`src/rtl/trigger_counter.sv`:
```
// Counts synchronised rising edges of an asynchronous trigger line while armed,
// up to a target latched at arm time, and pulses done once per completed run.
module trigger_counter #(
    parameter int WIDTH       = 8,
    parameter int SYNC_STAGES = 2
) (
    input  logic             clock,
    input  logic             reset,
    input  logic             on,
    input  logic             signal_in,
    input  logic [WIDTH-1:0] target,
    output logic [WIDTH-1:0] count,
    output logic             busy,
    output logic             done
);
    typedef enum logic [1:0] {S_IDLE, S_ARMED, S_DONE} state_t;

    localparam logic [WIDTH-1:0] ONE = WIDTH'(1);

    state_t                 state_q;
    logic [SYNC_STAGES-1:0] sync_q;
    logic                   s_prev_q;
    logic                   rise;
    logic [WIDTH-1:0]       count_q;
    logic [WIDTH-1:0]       target_q;
    logic                   pend_q;
    logic                   done_q;

    always_ff @(posedge clock) begin
        if (reset) begin
            sync_q   <= '0;
            s_prev_q <= 1'b0;
        end else begin
            sync_q   <= {sync_q[SYNC_STAGES-2:0], signal_in};
            s_prev_q <= sync_q[SYNC_STAGES-1];
        end
    end

    assign rise = sync_q[SYNC_STAGES-1] & ~s_prev_q;

    // Edge-completed runs raise done one cycle after count reaches the target
    // (via pend_q); a zero target completes on the first armed cycle.
    always_ff @(posedge clock) begin
        if (reset) begin
            state_q  <= S_IDLE;
            count_q  <= '0;
            target_q <= '0;
            pend_q   <= 1'b0;
            done_q   <= 1'b0;
        end else begin
            done_q <= pend_q;
            pend_q <= 1'b0;
            case (state_q)
                S_IDLE: begin
                    if (on) begin
                        state_q  <= S_ARMED;
                        count_q  <= '0;
                        target_q <= target;
                    end
                end
                S_ARMED: begin
                    if (!on) begin
                        state_q <= S_IDLE;
                    end else if (target_q == '0) begin
                        state_q <= S_DONE;
                        done_q  <= 1'b1;
                    end else if (rise) begin
                        if (count_q == target_q - ONE) begin
                            count_q <= target_q;
                            state_q <= S_DONE;
                            pend_q  <= 1'b1;
                        end else begin
                            count_q <= count_q + ONE;
                        end
                    end
                end
                S_DONE: begin
                    if (!on) state_q <= S_IDLE;
                end
                default: state_q <= S_IDLE;
            endcase
        end
    end

    assign count = count_q;
    assign busy  = (state_q == S_ARMED);
    assign done  = done_q;
endmodule
```
`config.mk`:
```
export PLATFORM = sky130hd
export DESIGN_NAME = trigger_counter
export DESIGN_NICKNAME = d
export VERILOG_FILES = /design/src/rtl/trigger_counter.sv
export SDC_FILE = /design/constraint.sdc
export NUM_CORES = 1
export LEC_CHECK = 0
export ABC_AREA = 1
export CAP_MARGIN = 20
export CELL_PAD_IN_SITES_DETAIL_PLACEMENT = 0
export CELL_PAD_IN_SITES_GLOBAL_PLACEMENT = 1
export CORE_UTILIZATION = 37
export DETAILED_ROUTE_END_ITERATION = 8
export PLACE_DENSITY = 0.76
export SYNTH_ARGS = -nofsm -noshare
export SYNTH_HDL_FRONTEND = slang
export SYNTH_SLANG_ARGS = --single-unit
```
`constraint.sdc`:
```
create_clock -name clock -period 2.7 [get_ports clock]
set_clock_uncertainty 0.15 [all_clocks]
set_input_delay 0.27 -clock clock [delete_from_list [all_inputs] [get_ports clock]]
set_output_delay 0.27 -clock clock [all_outputs]
set_load 0.05 [all_outputs]
```
==> flow_metrics.env <==
export IMPL_rsz0062_at_grt="false"
export IMPL_tightest_slew_ns=0.506
export IMPL_hold_violations=0
export IMPL_slew_viol_final=0
export IMPL_hpwlAfterDp_mm=2.37
export IMPL_power_frac_clock=0.225
export IMPL_fill_cells=348
export IMPL_die_area_um2=3840
export IMPL_grt_max_degree=19
export IMPL_synthArstFlopShare=0
export IMPL_powerDensity_nw_per_um2=445
export IMPL_wl_mm=2.97
export IMPL_status="finished, final reports clean"
export IMPL_gp_congestion=0.839
export IMPL_drtPass1Iterations=4
export IMPL_htreeDepth=1
export IMPL_grt_pass1_vias=1166
export IMPL_drv_cap=0
export IMPL_finalSetupTns_ns=0
export IMPL_synth_top_area_frac=0.346
export IMPL_fmax_mhz=448
export IMPL_synth_avg_cell_area_um2=6.69
export IMPL_finalWorstPathRequiredPeriod_ns=2.23
export IMPL_syn_inst=199
export IMPL_clkTransAtPathRegs_ns=0.13
export IMPL_numCtsBuffers=3
export IMPL_ant_nets=0
export IMPL_synth_flop_cell="dfxtp_1"
export IMPL_tritoncts="done"
export IMPL_total_power_uw=723
export IMPL_initial_core_util=0.393
export IMPL_syn_area_um2=1330
export IMPL_n_antenna_cell=0
export IMPL_holdBufCountCts=0
export IMPL_cts_max_path_buffers=2
export IMPL_synth_top_cells_by_area="dfxtp_1 35%, nand2_1 11%, nand3_1 9.4%"
export IMPL_core_area_um2=3390
export IMPL_chipHeight_um=62.0
export IMPL_cts_setup_buffers=0
export IMPL_p_sw_frac=0.332
export IMPL_fin_crit_sh=0.827
export IMPL_grt_first_pass_wirelength_mm=5.03
export IMPL_via_count=1252
export IMPL_worstSetupPathType="reg2out"
export IMPL_hp_class="reg2reg"
export IMPL_port_buffers=21
export IMPL_cts_root_buf="clkbuf_4"
export IMPL_cts_sinks=23
export IMPL_p_sw_uw=240
export IMPL_syn_to_final_growth_pct=22.1
export IMPL_critPathMaxFanout=3
export IMPL_critPathLaunchType="flop"
export IMPL_drc=0
export IMPL_pwr_share_seq=0.513
export IMPL_antenna_found_initial=0
export IMPL_io_pins=22
export IMPL_cp_required_ns=2.28
export IMPL_drive_gt1_frac=0.0717
export IMPL_combPwrFrac=0.262
export IMPL_grtUsageTotal=0.177
export IMPL_synth_common_cells="40 x nand2_1, 28 x inv_1, 25 x nand3_1"
export IMPL_setup_viol=0
export IMPL_p_leak_uw=0.000678
export IMPL_fp_dieW_um=62.0
export IMPL_vias_per_cell=4.65
export IMPL_clk_latency_ns=0.31
export IMPL_critPathArrivalTime_ns=1.81
export IMPL_ctsResizeCount=0
export IMPL_synth_cell_types=24
export IMPL_endpoint_kind="output pin"
export IMPL_ys_warn_count=0
export IMPL_reg2reg_slack_ns=0.57
export IMPL_synth_edf_count=0
export IMPL_wire_per_inst_um=11.0
export IMPL_synth_top_area_cell="dfxtp_1"
export IMPL_ir_drop_uv=249
export IMPL_synth_seq_area_share=0.346
export IMPL_ys_ff_latch=23
export IMPL_synth_most_common_cell="nand2_1"
export IMPL_fin_nets=239
export IMPL_grt_overflow_total=0
export IMPL_first_iter_violations=67
export IMPL_relSlewSlack=0.662
export IMPL_rows=21
export IMPL_intPower_uw=483
export IMPL_syn_num_nets=214
path summary, 6_finish.rpt:
kind          startpoint  cells after the start    endpoint
min            sync_q[0]                      2   sync_q[1]
max           state_q[0]                      3        busy
min reg2reg    sync_q[0]                      2   sync_q[1]
max reg2reg  target_q[0]                     14  state_q[0]
kinds of logic (layout without fill, tap and decap cells):
family,after synthesis,count (layout),synth area share
buffers and inverters,33,57,0.0930
adders and majority gates,3,3,0.0282
xor gates and xnor gates,11,11,0.0724
AOI/OAI and AO/OA,30,30,0.117
and+or+nand+nor,99,99,0.343
DFF,23,23,0.346
sequential cells by signal, indices dropped and copies added (netlist names):
| name | flops |
|---|---|
| pend_q | 1 |
| done | 1 |
| target_q | 8 |
| sync_q | 2 |
| count | 8 |
| s_prev_q | 1 |
| state_q | 2 |
stage by stage:
stage / util / hold slack [ns] / cells / setup WS (ns) / cell area (um^2)
floorplan: - / 0.189 / 199 / 0.738 / 1330
global placement: 0.472 / 0.239 / 265 / 0.674 / 1600
detailed placement: 0.472 / 0.245 / 265 / 0.617 / 1600
CTS: 0.480 / 0.263 / 269 / 0.446 / 1630
global route: 0.480 / 0.293 / 269 / 0.347 / 1630
finish: 0.480 / 0.262 / 269 / 0.466 / 1630
power groups by stage:
stage,clock network [uW],registers (uW),logic (uW)
detailed placement,0,379,190
global route,184,373,216
floorplan,0,378,139
finish,162,371,190
CTS,168,371,192
global placement,0,379,189
layout make-up:
type | instances | area (um^2) | area share
clock buffer | 4 | 26.3 | 0.0162
sequential | 23 | 460 | 0.283
inverter | 31 | 116 | 0.0716
multi-input combinational | 143 | 747 | 0.460
tap | 46 | 57.6 | 0.0354
timing repair buffer | 22 | 218 | 0.134
worst max-delay path, stage by stage, from the launching register on:
cell,delay (ns)
dfxtp_1,0.37
inv_1,0.06
nor2_1,0.21
clkdlybuf4s50_1,0.86
cells in the final DEF, fill, tap and decap left out, drive strengths merged:
master,instances
nor3b,1
clkbuf,4
ha,3
inv,31
nand4,1
o211ai,1
nand2,43
dfxtp,23
nor2,26
clkdlybuf4s50,21
nor4,2
xor2,7
xnor2,4
o21ai,10
nand3,25
buf,1
a21oi,19
nand3b,1
layer usage:
metal | vias to the layer above | wire (um) | global-route usage
met3 | 5 | 77 | 0.0269
met5 | - | 0 | 0
met1 | 551 | 1380 | 0.215
li1 | 680 | - | -
met4 | 0 | 44 | 0.0667
met2 | 16 | 1470 | 0.315
No activity file was read; power rests on OpenSTA's default activity.
